### src/rtl/mem_burst_ram.sv
// Single-port RAM with byte write enables, READ_LATENCY-deep read pipeline and wrapping read bursts.
// Define MEM_PARITY_EN to add per-byte even parity storage, Err_inj corruption and Parity_err reporting.
module mem_burst_ram #(
    parameter int ADDR_WIDTH   = 4,
    parameter int DATA_WIDTH   = 32,
    parameter int READ_LATENCY = 1,
    parameter int BURST_WIDTH  = 3
) (
    input  logic                      clk,
    input  logic                      rstn,
    input  logic                      en,
    input  logic                      wen,
    input  logic [ADDR_WIDTH-1:0]     Addr,
    input  logic [DATA_WIDTH-1:0]     Data_in,
    input  logic [DATA_WIDTH/8-1:0]   Byte_en,
    input  logic [BURST_WIDTH-1:0]    Burst_len,
    input  logic                      Err_inj,
    output logic [DATA_WIDTH-1:0]     Data_out,
    output logic                      Valid,
    output logic                      Last,
    output logic                      Busy,
    output logic                      Parity_err
);

    localparam int DEPTH = 2 ** ADDR_WIDTH;
    localparam int BYTES = DATA_WIDTH / 8;

    typedef enum logic {IDLE, BURST} state_t;

    state_t                  state, state_n;
    logic [ADDR_WIDTH-1:0]   cur_addr, cur_addr_n;
    logic [BURST_WIDTH-1:0]  cnt, cnt_n;
    logic                    issue, issue_last, wr;
    logic [ADDR_WIDTH-1:0]   issue_addr;
    logic [DATA_WIDTH-1:0]   rd_word;
    logic                    rd_perr;

    logic [DATA_WIDTH-1:0]   mem [DEPTH];

    always_ff @(posedge clk or negedge rstn) begin
        if (!rstn) begin
            state    <= IDLE;
            cur_addr <= '0;
            cnt      <= '0;
        end else begin
            state    <= state_n;
            cur_addr <= cur_addr_n;
            cnt      <= cnt_n;
        end
    end

    // cnt holds the number of beats still to issue after the current one.
    always_comb begin
        state_n    = state;
        cur_addr_n = cur_addr;
        cnt_n      = cnt;
        issue      = 1'b0;
        issue_last = 1'b0;
        issue_addr = cur_addr;
        wr         = 1'b0;
        case (state)
            IDLE: begin
                if (en) begin
                    if (wen) begin
                        wr = 1'b1;
                    end else begin
                        issue      = 1'b1;
                        issue_addr = Addr;
                        issue_last = (Burst_len == '0);
                        cur_addr_n = Addr;
                        cnt_n      = Burst_len;
                        if (Burst_len != '0) state_n = BURST;
                    end
                end
            end
            BURST: begin
                issue      = 1'b1;
                issue_addr = cur_addr + ADDR_WIDTH'(1);
                cur_addr_n = issue_addr;
                cnt_n      = cnt - BURST_WIDTH'(1);
                if (cnt == BURST_WIDTH'(1)) begin
                    issue_last = 1'b1;
                    state_n    = IDLE;
                end
            end
            default: state_n = IDLE;
        endcase
    end

    assign Busy = (state == BURST);

    always_ff @(posedge clk) begin
        if (wr) begin
            for (int unsigned b = 0; b < BYTES; b++) begin
                if (Byte_en[b]) mem[Addr][8*b +: 8] <= Data_in[8*b +: 8];
            end
        end
    end

    assign rd_word = mem[issue_addr];

`ifdef MEM_PARITY_EN
    logic [BYTES-1:0] par_mem [DEPTH];

    always_ff @(posedge clk) begin
        if (wr) begin
            for (int unsigned b = 0; b < BYTES; b++) begin
                if (Byte_en[b]) par_mem[Addr][b] <= (^Data_in[8*b +: 8]) ^ Err_inj;
            end
        end
    end

    always_comb begin
        rd_perr = 1'b0;
        for (int unsigned b = 0; b < BYTES; b++) begin
            if ((^rd_word[8*b +: 8]) != par_mem[issue_addr][b]) rd_perr = 1'b1;
        end
    end
`else
    logic unused_err_inj;
    assign unused_err_inj = Err_inj;
    assign rd_perr        = 1'b0;
`endif

    logic [READ_LATENCY-1:0]                 vld_pipe, lst_pipe, per_pipe;
    logic [READ_LATENCY-1:0][DATA_WIDTH-1:0] dat_pipe;

    // Data stages only advance with a valid beat, so the output stage holds its last beat.
    always_ff @(posedge clk or negedge rstn) begin
        if (!rstn) begin
            vld_pipe <= '0;
            lst_pipe <= '0;
            per_pipe <= '0;
            dat_pipe <= '0;
        end else begin
            vld_pipe[0] <= issue;
            lst_pipe[0] <= issue & issue_last;
            per_pipe[0] <= issue & rd_perr;
            if (issue) dat_pipe[0] <= rd_word;
            for (int unsigned i = 1; i < READ_LATENCY; i++) begin
                vld_pipe[i] <= vld_pipe[i-1];
                lst_pipe[i] <= lst_pipe[i-1];
                per_pipe[i] <= per_pipe[i-1];
                if (vld_pipe[i-1]) dat_pipe[i] <= dat_pipe[i-1];
            end
        end
    end

    assign Data_out   = dat_pipe[READ_LATENCY-1];
    assign Valid      = vld_pipe[READ_LATENCY-1];
    assign Last       = lst_pipe[READ_LATENCY-1];
    assign Parity_err = per_pipe[READ_LATENCY-1];

endmodule

### config.mk
export PLATFORM = sky130hd
export DESIGN_NAME = mem_burst_ram
export DESIGN_NICKNAME = d
export VERILOG_FILES = /design/src/rtl/mem_burst_ram.sv
export SDC_FILE = /design/constraint.sdc
export NUM_CORES = 1
export LEC_CHECK = 0
export CORE_UTILIZATION = 65
export CTS_CLUSTER_DIAMETER = 30
export CTS_CLUSTER_SIZE = 25
export DETAILED_ROUTE_END_ITERATION = 6
export GPL_ROUTABILITY_DRIVEN = 0
export PLACE_DENSITY = 0.84
export SLEW_MARGIN = 10
export SYNTH_ARGS = -nofsm -noshare
export SYNTH_HDL_FRONTEND = slang
export SYNTH_SLANG_ARGS = --single-unit
### constraint.sdc
create_clock -name clk -period 4.95 [get_ports clk]
set_input_delay 0.99 -clock clk [delete_from_list [all_inputs] [get_ports clk]]
set_output_delay 0.99 -clock clk [all_outputs]
set_load 0.02 [all_outputs]
# --- Word-level counts from Yosys, hierarchy flattened ---
# Memory sizes are Yosys's and may differ from the RTL's. A register that Yosys moved wholly into a read port is not among the register bits.
# Index checks and enable logic that the tools add are counted.
totals:
  reg_bits: 10
  latchBits: 0
  ramBits: 512
  romBits: 0
  in_bits: 48
  output_inout_bits: 36
  elab_cells: 50
  n_memories: 1
op_classes:
  addsub: 2
  mul: 0
  n_div: 0
  order_cmp: 0
  eq_ne: 3
  shift: 0
  n_mux: 33
  bitwise_logic: 2
  n_reduce_logical: 4
memory_table:
  columns: ["name", "depth", "word_bits", "read_ports", "rd_ports_with_merged_regs", "wr", "line_no", "source"]
  rows:
  - ["mem", 16, 32, 1, 1, 1, "38", "logic [DATA_WIDTH-1:0] mem [DEPTH];"]
ops:
  columns: ["operator", "n"]
  rows:
  - ["1-bit two-way mux", 24]
  - ["4-bit two-way mux", 2]
  - ["4-bit one-hot mux with 2 select lines", 1]
  - ["3-bit two-way mux", 2]
  - ["1-bit one-hot mux with 2 select lines", 3]
  - ["3-bit one-hot mux with 2 select lines", 1]
  - ["4-bit by 1-bit adder with 4-bit output, second input constant", 1]
  - ["2-bit inequality test, second input constant", 2]
  - ["3-bit by 1-bit == test with 1-bit output, second input constant", 1]
  - ["3-bit zero test", 1]
  - ["3-bit nonzero test", 1]
  - ["3-bit by 1-bit subtractor with 3-bit output, second input constant", 1]
  - ["2-bit AND reduction", 1]
  - ["1-bit AND", 1]
  - ["1-bit zero test", 1]
  - ["1-bit NOT", 1]

# --- Depth between registers and ports, before layout ---
logic_depth:
  word_depth: 5
  mapped_depth: 10
  ltp_nobuf: 7

# --- Worst setup path before layout ---
# OpenSTA, ideal clock, no wires.
synth_path:
  path_type: "input-to-reg"
  start: "input port wen"
  end: "register dat_pipe (netlist bit Data_out[28]) (read register of mem)"
  t_arrival_ns: 2.678
  setup_slack_ns: 2.122
  stages: 8
  path_buffers: 3
  path_cell_list: "nand2b_4 buf_6 a311o_1 buf_2 buf_2 mux2_1 a2111oi_2 a41oi_1"
synth_via:
  elab_chain_len: 3
synth_rtl:
  columns: ["element", "line_no", "source"]
  rows:
  - ["start, declared", "12", "input logic wen,"]
  - ["4-bit two-way mux / 1-bit two-way mux (equally long branches) (2 in series)", null, null]
  - ["4-bit one-hot mux with 2 select lines / 1-bit one-hot mux with 2 select lines (equally long branches)", null, null]
  - ["end, declared", "126", "logic [READ_LATENCY-1:0][DATA_WIDTH-1:0] dat_pipe;"]
# Several ways; a longest one is shown, not always the timed one.
# A chain may end at the register's enable or synchronous reset.

# --- Worst setup path after layout ---
layout_path:
  start: "input port Addr[0]"
  end: "register dat_pipe (netlist bit Data_out[3]) (read register of mem)"
layout_via:
  elab_chain_len: 3
layout_rtl:
  columns: ["element", "line_no", "source"]
  rows:
  - ["start, declared", "13", "input logic [ADDR_WIDTH-1:0] Addr,"]
  - ["4-bit two-way mux (2 in series)", null, null]
  - ["4-bit one-hot mux with 2 select lines", null, null]
  - ["via cur_addr_n[0]", "31", "logic [ADDR_WIDTH-1:0] cur_addr, cur_addr_n;"]
# The timed path passes the listed nets, and every way through them passes these cells.

==> reports/results.ini <==
[status]
status=complete, but fails checks
violations=DRC

[global_routing]
grt_pass1_wl_um=77200
grt_max_degree=71
antenna_found_initial=2
grt_overflow=0
grt_pass1_vias=13000
grt_usage_pct=30.0

[job]
drv_cap=0

[finish]
multi_input_area_um2=5290
finish.instance_area_um2=26200
area_delta_synth_final_pct=18.1
num-fill-cells=1697
instances_no_fill=1923
fin_nets=1454
drive_gt1_share_pct=16.1
register_area_um2=16400

[logic_synthesis]
synth_most_common_cell=edfxtp_1
syn-num-nets=1341
synth-main-ff-cell=edfxtp_1
synth_top_area_share_pct=69.4
syn_area_per_cell_um2=17.2
synth_top_cells_by_area=edfxtp_1, mux2i_1, dfrtp_1, o22a_1, nor3_1
yosys-top-cells-count=edfxtp_1, mux2i_1, nor2_1
ys_seq_elements=554
synth.cell_area_um2=22100
synth_edf_count=512
netlist.top_cell.by_area=edfxtp_1
async_flop_share_pct=7.58
yosys_warnings=0
synth_cell_types=44
postSynthCellCount=1290
synth-seq-area-share_pct=74.2

[hold_path]
min_path_type=flop to flop

[power_and_ir_drop]
max-vdd-ir-drop_mv=0.531
p_leak_nw=8.77
power_density_nw_per_um2=666

[worst_setup_path]
cp-end-kind=flop
arrival_ps=4190
crit_family=simple AND/OR/NAND/NOR gates
critPathBufInv=3
critical_path_class=input port to flop
worst_setup_path_start_kind=input port
path_max_fanout=26
slowest_stage=nand2b_2
max_stage_delay_ps=790
critPathRequiredTime_ps=5370
worstPathCellList=clkdlybuf4s50_1 -> and4bb_1 -> a211oi_2 -> inv_2 -> o21ai_2 -> nand2b_2 -> buf_4 -> o22a_1 -> a41oi_1

[clock_tree]
postCtsSetupRepairBufs=0
h-tree-depth=3
clkTransAtPathRegs_ps=50
clkSinkCount=554
clockRootBuffer=clkbuf_16
cts_resized=0
insertion_delay_ps=600
cts_buffer_depth=3
cts_tree=yes
cts_buffers=84
cts_hold_buf=0

[sta]
min_period_ps=3770
finalCritPeriodShare_pct=76.2
final.setup.tns_ps=0
tightestPinTransition_ps=1210
report.final.slew_viol_count=0
setup_violations=0
relSlewSlack_pct=18.7
hold_viol_final=0
rsz0062_at_grt=false
clock_skew_ps=28.0
fmax_mhz=265

[drt]
drcViolationCount=28
totalWireLength_um=51000
first_pass_iters=7
wl_per_cell_um=26.5
antenna_left=0
drt_iter0_markers=1876
vias=12600
drt-vias-per-instance=6.58

[die]
dieHeight_um=187
ios=84
die_area_um2=34800
initial_utilization_pct=66.0
die_w_um=187
fp.coreArea_um2=33500
rows=67

[placement]
placed_cells=1765
place_area_um2=23300
numPortBuffers=81
hpwl_um=27600

stage by stage:
step | utilization, % | setup WS [ps] | total power [mW] | hold WS (ps)
finish | 78.0 | 1180 | 17.4 | 495
global route | 78.0 | 1150 | 18.0 | 525
CTS | 78.0 | 1310 | 17.4 | 489
detailed placement | 69.5 | 793 | 11.5 | 488
global placement | 69.5 | 983 | 11.3 | 474
floorplan | - | 2120 | 10.0 | 452
worst register-to-register path: stages, from the launching register on:
cell      delay (ps)
dfrtp_1          530
inv_1            410
mux2i_4          350
buf_4            410
nand2b_2         640
buf_4            420
o22a_1           200
a41oi_1          270
state kept, by name (all words and copies together) (netlist names):
| name | cells |
|---|---|
| Busy | 1 |
| Data_out | 32 |
| Last | 1 |
| Valid | 1 |
| cnt | 3 |
| cur_addr | 4 |
| mem | 512 |
placed cells by master (no fill, tap or decap), types with 11 or more instances in the layout:
cell type	instances
a2111oi_2	32
a41oi_1	32
buf_4	24
clkbuf_1	15
clkbuf_16	86
clkdlybuf4s50_1	80
clkinv_2	13
clkinv_4	11
dfrtp_1	42
edfxtp_1	512
mux2_2	28
mux2i_1	225
nand2_1	17
nor2_1	101
nor3_1	97
o22a_1	64
cell type report:
cell class / instances / share of cell area [%]
multi-input combinational: 651 / 20.2
clock buffer: 103 / 8.55
sequential: 554 / 62.8
inverter: 5 / 0.0718
timing repair buffer: 107 / 3.92
antenna: 1 / 0.00957
clock inverter: 54 / 2.30
tap: 448 / 2.14
worst paths after layout:
check,start,slack [ps],depth (start not counted),end
max in group asynchronous,rstn,3860,2,Data_out[25]$_DFFE_PN0P_
worst max-delay path,Addr[0],1180,9,Data_out[3]$_DFFE_PN0P_
worst min register to register,cnt[0]$_DFFE_PN0P_,490,1,cnt[0]$_DFFE_PN0P_
min in group asynchronous,rstn,570,2,Data_out[10]$_DFFE_PN0P_
worst min-delay path,cnt[0]$_DFFE_PN0P_,490,1,cnt[0]$_DFFE_PN0P_
worst max register to register,Busy$_DFF_PN0_,1620,7,Data_out[3]$_DFFE_PN0P_
kinds of logic (layout without fill, tap and decap cells):
| family | after synthesis | count (layout) | share of synthesized area (%) |
|---|---|---|---|
| flops | 554 | 554 | 74.2 |
| buf+inv | 85 | 269 | 2.05 |
| fa+ha+maj | 3 | 3 | 0.170 |
| compound gates | 141 | 141 | 6.43 |
| other cells | 1 | 2 | 0.0169 |
| mux | 258 | 258 | 11.9 |
| xor+xnor | 3 | 3 | 0.119 |
| simple gates | 245 | 245 | 5.13 |
layer usage:
| metal | global-route usage, % | routed length (um) |
|---|---|---|
| met1 | 39.9 | 19400 |
| met2 | 48.6 | 25000 |
| met3 | 6.88 | 5010 |
| met4 | 11.8 | 1560 |
| met5 | 0 | 13 |
power breakdown:
| group | switching (mW) | internal (mW) |
|---|---|---|
| Combinational | 3.57 | 2.52 |
| Sequential | 0.158 | 5.35 |
| Clock | 2.12 | 3.72 |
| Total | 5.84 | 11.6 |
Power figures use the tool's default switching activity.
